**src/rtl/mbist_pkg.sv**
```systemverilog
// mbist_pkg: FSM encoding, mode codes and march element op-tables
package mbist_pkg;

    localparam logic [1:0] S_IDLE  = 2'd0;
    localparam logic [1:0] S_RUN   = 2'd1;
    localparam logic [1:0] S_DRAIN = 2'd2;
    localparam logic [1:0] S_DONE  = 2'd3;

    localparam logic MODE_MARCH_C = 1'b0;
    localparam logic MODE_MATS    = 1'b1;

    // Per-element tables indexed by March C- element number (0..5, padded to 8).
    // ELEM_TWO: element has two ops; ELEM_DOWN: addresses descend.
    localparam logic [7:0] ELEM_TWO  = 8'b0001_1110;
    localparam logic [7:0] ELEM_DOWN = 8'b0011_1000;
    // Per-op tables indexed by {element, op}: OP_WR = write, OP_INV = uses ~D.
    localparam logic [15:0] OP_WR  = 16'h02A9;
    localparam logic [15:0] OP_INV = 16'h0198;

    // MATS+ reuses March C- elements 0, 1 and 4 (r~D,wD descending).
    function automatic logic [2:0] tbl_idx(input logic mode, input logic [2:0] e);
        return (mode == MODE_MATS && e == 3'd2) ? 3'd4 : e;
    endfunction

    function automatic logic [2:0] last_elem(input logic mode);
        return (mode == MODE_MATS) ? 3'd2 : 3'd5;
    endfunction

endpackage

```
**src/rtl/mbist_fail_log.sv**
```systemverilog
// mbist_fail_log: one-cycle read pipeline, compare against memory data and failure logging
module mbist_fail_log #(
    parameter int DATA_W = 4,
    parameter int ADDR_W = 8,
    parameter int CNT_W  = 8
) (
    input  logic              clk,
    input  logic              rst_n,
    input  logic              clr,
    input  logic              rd,
    input  logic [DATA_W-1:0] exp,
    input  logic [ADDR_W-1:0] addr,
    input  logic [2:0]        elem,
    input  logic [DATA_W-1:0] dat_in,
    output logic              pass,
    output logic [ADDR_W-1:0] fail_addr,
    output logic [2:0]        fail_elem,
    output logic [CNT_W-1:0]  fail_cnt
);

    logic              p_vld;
    logic [DATA_W-1:0] p_exp;
    logic [ADDR_W-1:0] p_addr;
    logic [2:0]        p_elem;
    logic              miss;

    assign miss = p_vld && dat_in != p_exp;

    // Hold the issued read for one cycle, then log it when its data mismatches
    always_ff @(posedge clk or negedge rst_n) begin
        if (!rst_n) begin
            p_vld     <= 1'b0;
            p_exp     <= '0;
            p_addr    <= '0;
            p_elem    <= '0;
            pass      <= 1'b0;
            fail_addr <= '0;
            fail_elem <= '0;
            fail_cnt  <= '0;
        end else if (clr) begin
            p_vld     <= 1'b0;
            pass      <= 1'b1;
            fail_addr <= '0;
            fail_elem <= '0;
            fail_cnt  <= '0;
        end else begin
            p_vld  <= rd;
            p_exp  <= exp;
            p_addr <= addr;
            p_elem <= elem;
            if (miss) begin
                pass <= 1'b0;
                if (~&fail_cnt) fail_cnt <= fail_cnt + 1'b1;
                if (pass) begin
                    fail_addr <= p_addr;
                    fail_elem <= p_elem;
                end
            end
        end
    end

endmodule

```
**src/rtl/march_bist_ctrl.sv**
```systemverilog
// march_bist_ctrl: March C- / MATS+ memory BIST sequencer with registered memory port
module march_bist_ctrl
    import mbist_pkg::*;
#(
    parameter int DATA_W = 4,
    parameter int ADDR_W = 8,
    parameter int CNT_W  = 8
) (
    input  logic              clk,
    input  logic              rst_n,
    input  logic              en_in,
    input  logic              mode_in,
    input  logic [DATA_W-1:0] bg_in,
    input  logic [DATA_W-1:0] dat_in,
    output logic [DATA_W-1:0] dat_out,
    output logic [ADDR_W-1:0] addr_out,
    output logic              w_en_out,
    output logic              busy,
    output logic              done,
    output logic              pass,
    output logic [ADDR_W-1:0] fail_addr,
    output logic [2:0]        fail_elem,
    output logic [CNT_W-1:0]  fail_cnt
);

    logic [1:0]        state;
    logic              mode_q;
    logic [DATA_W-1:0] bg_q;
    logic [2:0]        elem, elem_bus, idx, nidx;
    logic              op, seq_end, rd_bus;
    logic [ADDR_W-1:0] addr;
    logic              op_last, addr_last, seq_last, start, rd_cmp;

    assign idx       = tbl_idx(mode_q, elem);
    assign nidx      = tbl_idx(mode_q, elem + 3'd1);
    assign op_last   = op == ELEM_TWO[idx];
    assign addr_last = ELEM_DOWN[idx] ? addr == '0 : &addr;
    assign seq_last  = op_last && addr_last && elem == last_elem(mode_q);
    assign busy      = state == S_RUN || state == S_DRAIN;
    assign done      = state == S_DONE;
    assign start     = state == S_IDLE && en_in;
    // A read on the port in an abort cycle is dropped before it reaches the compare.
    assign rd_cmp    = state == S_RUN && en_in && rd_bus;

    // Run FSM; the sequencer registers one op per RUN cycle onto the memory port
    always_ff @(posedge clk or negedge rst_n) begin
        if (!rst_n) begin
            state    <= S_IDLE;
            mode_q   <= 1'b0;
            bg_q     <= '0;
            elem     <= '0;
            elem_bus <= '0;
            op       <= 1'b0;
            addr     <= '0;
            seq_end  <= 1'b0;
            rd_bus   <= 1'b0;
            addr_out <= '0;
            dat_out  <= '0;
            w_en_out <= 1'b0;
        end else begin
            case (state)
                S_IDLE: if (en_in) begin
                    state   <= S_RUN;
                    mode_q  <= mode_in;
                    bg_q    <= bg_in;
                    elem    <= '0;
                    op      <= 1'b0;
                    addr    <= '0;
                    seq_end <= 1'b0;
                end
                S_RUN: if (!en_in || seq_end) begin
                    state    <= en_in ? S_DRAIN : S_IDLE;
                    w_en_out <= 1'b0;
                    rd_bus   <= 1'b0;
                end else begin
                    addr_out <= addr;
                    dat_out  <= OP_INV[{idx, op}] ? ~bg_q : bg_q;
                    w_en_out <= OP_WR[{idx, op}];
                    rd_bus   <= !OP_WR[{idx, op}];
                    elem_bus <= elem;
                    seq_end  <= seq_last;
                    if (!op_last) op <= 1'b1;
                    else begin
                        op <= 1'b0;
                        if (!addr_last) addr <= ELEM_DOWN[idx] ? addr - 1'b1 : addr + 1'b1;
                        else begin
                            elem <= elem + 3'd1;
                            addr <= {ADDR_W{ELEM_DOWN[nidx]}};
                        end
                    end
                end
                S_DRAIN: state <= en_in ? S_DONE : S_IDLE;
                default: if (!en_in) state <= S_IDLE;
            endcase
        end
    end

    mbist_fail_log #(
        .DATA_W(DATA_W),
        .ADDR_W(ADDR_W),
        .CNT_W (CNT_W)
    ) u_fail_log (
        .clk      (clk),
        .rst_n    (rst_n),
        .clr      (start),
        .rd       (rd_cmp),
        .exp      (dat_out),
        .addr     (addr_out),
        .elem     (elem_bus),
        .dat_in   (dat_in),
        .pass     (pass),
        .fail_addr(fail_addr),
        .fail_elem(fail_elem),
        .fail_cnt (fail_cnt)
    );

endmodule
```
**config.mk**
```make
export PLATFORM = sky130hd
export DESIGN_NAME = march_bist_ctrl
export DESIGN_NICKNAME = d
export VERILOG_FILES = /design/src/rtl/mbist_pkg.sv /design/src/rtl/mbist_fail_log.sv /design/src/rtl/march_bist_ctrl.sv
export SDC_FILE = /design/constraint.sdc
export NUM_CORES = 1
export LEC_CHECK = 0
export ABC_AREA = 1
export ABC_CLOCK_PERIOD_IN_PS = 5500
export CORE_ASPECT_RATIO = 1.75
export CORE_MARGIN = 3
export CORE_UTILIZATION = 61
export CTS_BUF_LIST = sky130_fd_sc_hd__clkbuf_16
export DETAILED_ROUTE_END_ITERATION = 16
export PLACE_DENSITY_LB_ADDON = 0.08
export SLEW_MARGIN = 20
export SYNTH_ARGS = -nofsm -noshare
export SYNTH_HDL_FRONTEND = slang
export SYNTH_HIERARCHICAL = 1
export SYNTH_SLANG_ARGS = --single-unit
export TNS_END_PERCENT = 30
```
**constraint.sdc**
```tcl
create_clock -name clk -period 5.5 [get_ports clk]
set_input_delay 0.55 -clock clk [delete_from_list [all_inputs] [get_ports clk]]
set_output_delay 0.55 -clock clk [all_outputs]
set_load 0.005 [all_outputs]
```
==> results of run 1 <==
worst paths after layout:
check / start / to / slack, ps / cells after the start
worst max-delay path: en_in / u_fail_log/fail_addr[3] / 2780 / 7
worst min-delay path: rst_n / u_fail_log/p_exp[0] / 420 / 2
worst max register to register: state[0] / u_fail_log/fail_addr[3] / 2820 / 8
worst min register to register: elem_bus[0] / elem_bus[0] / 480 / 2
max in group asynchronous: rst_n / addr_out[3] / 4480 / 2
min in group clk: elem_bus[0] / elem_bus[0] / 480 / 2
placed cells by master, fill, tap and decap left out, types with 3 or more instances in the layout:
cell	n
inv_2	4
nor3_1	5
nand2_4	4
o21ai_1	18
nand2_1	198
clkbuf_16	9
clkdlybuf4s50_1	45
nand2_2	7
nor2_2	3
inv_1	60
nor2_1	47
xnor2_1	3
a21oi_1	7
dfrtp_1	73
o21ai_0	25
nand3_1	36
ha_1	17
nand4_1	9
nor2_4	3
cell usage after synthesis, types with 2 or more instances:
| library cell | count |
|---|---|
| nand3_2 | 2 |
| nor2_1 | 47 |
| nand2_2 | 7 |
| clkbuf_1 | 5 |
| nand4_1 | 9 |
| nand2_4 | 4 |
| nand3_1 | 36 |
| ha_1 | 17 |
| nor2_2 | 3 |
| a21oi_1 | 7 |
| inv_2 | 4 |
| buf_2 | 8 |
| o21ai_1 | 18 |
| nor3_1 | 5 |
| nor2_4 | 3 |
| buf_6 | 2 |
| nand2_1 | 198 |
| dfrtp_1 | 73 |
| inv_1 | 57 |
| nand3_4 | 2 |
| xnor2_1 | 3 |
| clkinv_1 | 2 |
| o21ai_0 | 25 |
| o31ai_1 | 2 |
worst max-delay path, cell delays in order:
cell and delay, ps:
clkdlybuf4s50_1 510, nand2_1 140, inv_1 650, inv_2 580, nand2_2 370, nand2_1 90, nand2_1 80
metrics by stage:
stage	std cells	instance area, um^2	total power [mW]	hold WS, ps
after CTS	677	4850	2.50	468
final	677	4850	2.49	423
after global placement	662	4590	1.94	467
after detailed placement	662	4590	1.99	474
after floorplan	548	4110	1.61	254
after global routing	677	4850	2.70	514
sequential cells by signal, indices dropped and copies added (netlist names), 2 cells and up:
signal,cells
bg_q,4
elem_bus,3
u_fail_log/fail_addr,8
u_fail_log/p_addr,8
u_fail_log/fail_elem,3
u_fail_log/fail_cnt,8
dat_out,4
elem,3
u_fail_log/p_elem,3
addr_out,8
u_fail_log/p_exp,4
addr,8
state,2
cell type report:
| type | instances | area [um^2] |
|---|---|---|
| Tap cell | 82 | 103 |
| Clock buffer | 9 | 225 |
| Multi-Input combinational cell | 397 | 1960 |
| Inverter | 63 | 236 |
| Fill cell | 517 | 1690 |
| Clock inverter | 6 | 30.0 |
| Sequential cell | 73 | 1830 |
| Timing Repair Buffer | 47 | 463 |
power groups by stage:
stage	logic [mW]	clock network (mW)	registers, mW
floorplan	0.749	0	0.857
global placement	1.05	0	0.891
detailed placement	1.09	0	0.901
CTS	1.10	0.513	0.893
global route	1.24	0.536	0.920
finish	1.09	0.504	0.895
cell families (layout without fill, tap and decap cells):
kind of cell	Yosys count	after routing	share of synthesized area [%]
AO/OA/AOI/OAI	56	56	7.22
XOR/XNOR	4	4	0.853
adder cells (fa/ha/maj)	18	18	5.67
buffers and inverters	78	125	7.74
flip-flops	73	73	44.5
AND/OR/NAND/NOR	319	319	34.0
per-layer routing:
layer	share of wire, %	global-route usage, %	vias to the layer above
met5	0	0	-
met4	3.3	12.9	0
met2	53	44.8	83
met1	40	29.8	1674
met3	3.3	4.91	28
li1	-	-	1805
==> flow_summary.toml, run 1 <==
[global_routing]
grt_pass1_vias = 3499
antenna_found_initial = 0
grt_usage_pct = 26.0
grt_overflow = 0
grt_pass1_wl_um = 15500
grt_max_degree = 74

[power]
pwr-share-comb_pct = 43.7
vdd_drop_max_v = 0.000346
p_leak_nw = 2.51
p_int_mw = 1.47
power.switching_mw = 1.02
clkPwrFrac_pct = 20.3
p_per_area_nw_per_um2 = 513
p_sw_share_pct = 40.9
seq_power_share_pct = 36.0

[yosys]
synth_top_area_share_pct = 44.5
synth.largest_area_cell = "dfrtp_1"
seq_area_frac_synth_pct = 44.5
ys_warn_count = 6
synth_top_flop_cell = "dfrtp_1"
netlist_area_um2 = 4110
syn-instance-count = 548
synth-seq-cells = 73
synth_area_leaders = "dfrtp_1, nand2_1, inv_1"
synth.avg_cell_area_um2 = 7.49
synth_nets = 578
async_reset_ff_share_pct = 100
synth_edf_count = 0
synth_cell_types = 33

[die]
rows = 39
die_h_um = 115
coreArea_um2 = 6540
dieArea_um2 = 7790
start_util_pct = 62.8
top_level_ports = 47
die_x_um = 68.0

[clocking]
htree_levels = 3
clk_latency_ps = 330
cts_buffer_depth = 2
clkSinkCount = 73
numCtsBuffers = 9
post-cts-setup-buffer-count = 0
ctsResizeCount = 0
hold_buffers = 0
clk_pin_slew_worst_paths_ps = 50
root_buffer = "clkbuf_16"
tritoncts = "yes"

[run_status]
outcome = "finished clean"

[worst_setup_path]
cp_data_required_time_ps = 5760
crit_arrival_ps = 2980
worstPathMaxFanout = 53
endpoint_kind = "flip-flop"
setup.worst_path.class = "in -> reg"
start_kind = "input pin"

[sta]
fin_crit_ps = 2720
max_slew.worst_pin.slew_ps = 908
hold_viol_final = 0
setup_viol = 0
setup_tns_ps = 0
relSlewSlack_pct = 39.5
max_freq_ghz = 0.367
final.setup.worst_slack_ps = 2780
clock_skew_ps = 7.62
period_share_pct = 49.5
drv_slew = 0
rsz0062_at_grt = "no"

[place]
place_hpwl_um = 6520
gp_congestion = 0.841
pre_cts_ws_ps = 2480
io_buffers = 46

[detailed_routing]
dr.pass1.iters = 6
ant_nets = 0
drtIter0Drc = 258
vias_per_cell = 5.30
via_count = 3590
drc = 0
wl_um = 8960
avgRoutedWirePerCell_um = 13.2

[flow_run]
drv_cap = 0

[finish]
utilization_pct = 74.1
fin_nets = 621
diodes = 0
area_delta_synth_final_pct = 18.0
drive_gt1_share_pct = 6.72

[min_path]
hold_class = "in -> async"
No activity file was read; power rests on OpenSTA's default activity.
==> inputs of run 2 (changes only) <==
--- a/config.mk
+++ b/config.mk
@@ -6,10 +6,10 @@
 export NUM_CORES = 1
 export LEC_CHECK = 0
 export ABC_AREA = 1
-export ABC_CLOCK_PERIOD_IN_PS = 5500
+export ABC_CLOCK_PERIOD_IN_PS = 2300
 export CORE_ASPECT_RATIO = 1.75
 export CORE_MARGIN = 3
-export CORE_UTILIZATION = 61
+export CORE_UTILIZATION = 51
 export CTS_BUF_LIST = sky130_fd_sc_hd__clkbuf_16
 export DETAILED_ROUTE_END_ITERATION = 16
 export PLACE_DENSITY_LB_ADDON = 0.08
==> constraint.sdc (replaced) <==
create_clock -name clk -period 2.3 [get_ports clk]
set_input_delay 0.23 -clock clk [delete_from_list [all_inputs] [get_ports clk]]
set_output_delay 0.23 -clock clk [all_outputs]
set_load 0.005 [all_outputs]
==> flow_summary.toml, run 2 (same netlist as run 1, synthesis figures left out) <==
[clocking]
root_buffer = "clkbuf_16"
numCtsBuffers = 9
htree_levels = 3
tritoncts = "yes"
clk_latency_ps = 330
cts_buffer_depth = 2
clkSinkCount = 73
clk_pin_slew_worst_paths_ps = 50

[finish]
diodes = 0
drive_gt1_share_pct = 8.26
layout_common_cells = "nand2_1, dfrtp_1, inv_1, nor2_1, clkdlybuf4s50_1"
fillers = 698
fin_nets = 631
layout_commonest_cell = "nand2_1"
area_delta_synth_final_pct = 21.2
final_cells = 693

[place]
place_inst = 677
io_buffers = 46
place_hpwl_um = 6520
gp_congestion = 0.880

[die]
start_util_pct = 53.5
die_h_um = 125
dieArea_um2 = 9210
coreArea_um2 = 7670
die_x_um = 73.8
rows = 42
top_level_ports = 47

[worst_setup_path]
worstPathMaxFanout = 8
cp_data_required_time_ps = 2520
crit_buf_inv = 3
worstPathCellList = "inv_1 > ha_1 > nand2_1 > nand3_2 > nand2_4 > inv_2 > ha_1 > nand2_1 > nor2_1 > nand2_1 > nand2_1 > inv_1 > nand2_1 > nand3_1 > nand2_1 > nand2_1"
critPathSlowestCell = "ha_1"
crit_path_max_incr_delay_ps = 380
crit_arrival_ps = 2350
timing.critical_path.mode_cell = "nand2_1"
setup.worst_path.class = "reg -> reg"
endpoint_kind = "flip-flop"
cpLargestDelayFamily = "simple AND/OR/NAND/NOR gates"
start_kind = "flip-flop"

[sta]
clock_skew_ps = 3.48
hold_viol_final = 0
fin_crit_ps = 2130
drv_slew = 0
max_freq_ghz = 0.469
period_share_pct = 92.7
hold_slack_ps = 366
max_slew.worst_pin.slew_ps = 439
setup_viol = 0
rsz0062_at_grt = "yes"
relSlewSlack_pct = 70.7

[detailed_routing]
via_count = 3590
dr.pass1.iters = 4
vias_per_cell = 5.18
avgRoutedWirePerCell_um = 12.9
wl_um = 8920
drc = 0
ant_nets = 0
drtIter0Drc = 191

[global_routing]
grt_usage_pct = 21.3
antenna_found_initial = 0
grt_overflow = 0
grt_pass1_vias = 3412
grt_pass1_wl_um = 15600
grt_max_degree = 58

[run_status]
outcome = "finished clean"

[power]
p_leak_nw = 2.56
vdd_drop_max_v = 0.000661
p_per_area_nw_per_um2 = 1230
power_mw = 6.13

[flow_run]
drv_cap = 0

[min_path]
hold_class = "in -> async"
==> run 2: routing by layer <==
metal	track usage (%)	vias to the layer above	part of all wire [%]
met1	25.1	1695	42
met5	0	-	0
met3	4.85	11	3.0
met4	7.47	0	1.6
met2	36.8	51	54
li1	-	1833	-
==> run 2: per-stage QoR <==
step,TNS (ps),setup slack (ps),utilization (%),instance area [um^2]
3_5_place_dp,0,137,61.0,4680
2_1_floorplan,0,108,-,4110
3_3_place_gp,0,224,61.0,4680
4_1_cts,0,115,64.7,4960
5_1_grt,-82.0,-36.6,64.9,4980
6_report,0,169,64.9,4980
==> run 2: path summary, 6_finish.rpt <==
| path | slack, ps | end | cells past startpoint | startpoint |
|---|---|---|---|---|
| setup reg to reg | 170 | addr[7] | 16 | elem[0] |
| setup / recovery | 170 | addr[7] | 16 | elem[0] |
| min in group clk | 470 | bg_q[0] | 3 | bg_in[0] |
| max in group asynchronous | 1300 | u_fail_log/fail_cnt[0] | 3 | rst_n |
| hold reg to reg | 480 | elem_bus[2] | 2 | elem_bus[2] |
| hold / removal | 370 | dat_out[1] | 2 | rst_n |
==> run 2: timing repair <==
item / CTS / global route
endpoints found under the setup margin: 0 / 6
hold buffers: 1 / 0
buffers inserted: 0 / 0
endpoints found under the hold margin: 16 / 0
gates resized for setup: 0 / 3
==> run 2: area by class of cell <==
| cell class | instances | area (um^2) | share of cell area [%] |
|---|---|---|---|
| multi-input combinational | 397 | 1970 | 39.7 |
| timing repair buffer | 57 | 553 | 11.1 |
| tap | 88 | 110 | 2.21 |
| clock buffer | 9 | 225 | 4.52 |
| inverter | 63 | 236 | 4.75 |
| sequential | 73 | 1830 | 36.7 |
| clock inverter | 6 | 51.3 | 1.03 |
==> run 2: power by group <==
part | internal [mW] | switching (mW)
registers | 1.73 | 0.363
logic | 1.15 | 1.57
clock network | 0.817 | 0.498
==> inputs of run 3 (changes only) <==
--- a/config.mk
+++ b/config.mk
@@ -12,6 +12,7 @@
 export CORE_UTILIZATION = 51
 export CTS_BUF_LIST = sky130_fd_sc_hd__clkbuf_16
 export DETAILED_ROUTE_END_ITERATION = 16
+export HOLD_SLACK_MARGIN = 0.03
 export PLACE_DENSITY_LB_ADDON = 0.08
 export SLEW_MARGIN = 20
 export SYNTH_ARGS = -nofsm -noshare
==> results of run 3 <==
The final DEF is identical to that of run 2; final timing and power are the same.
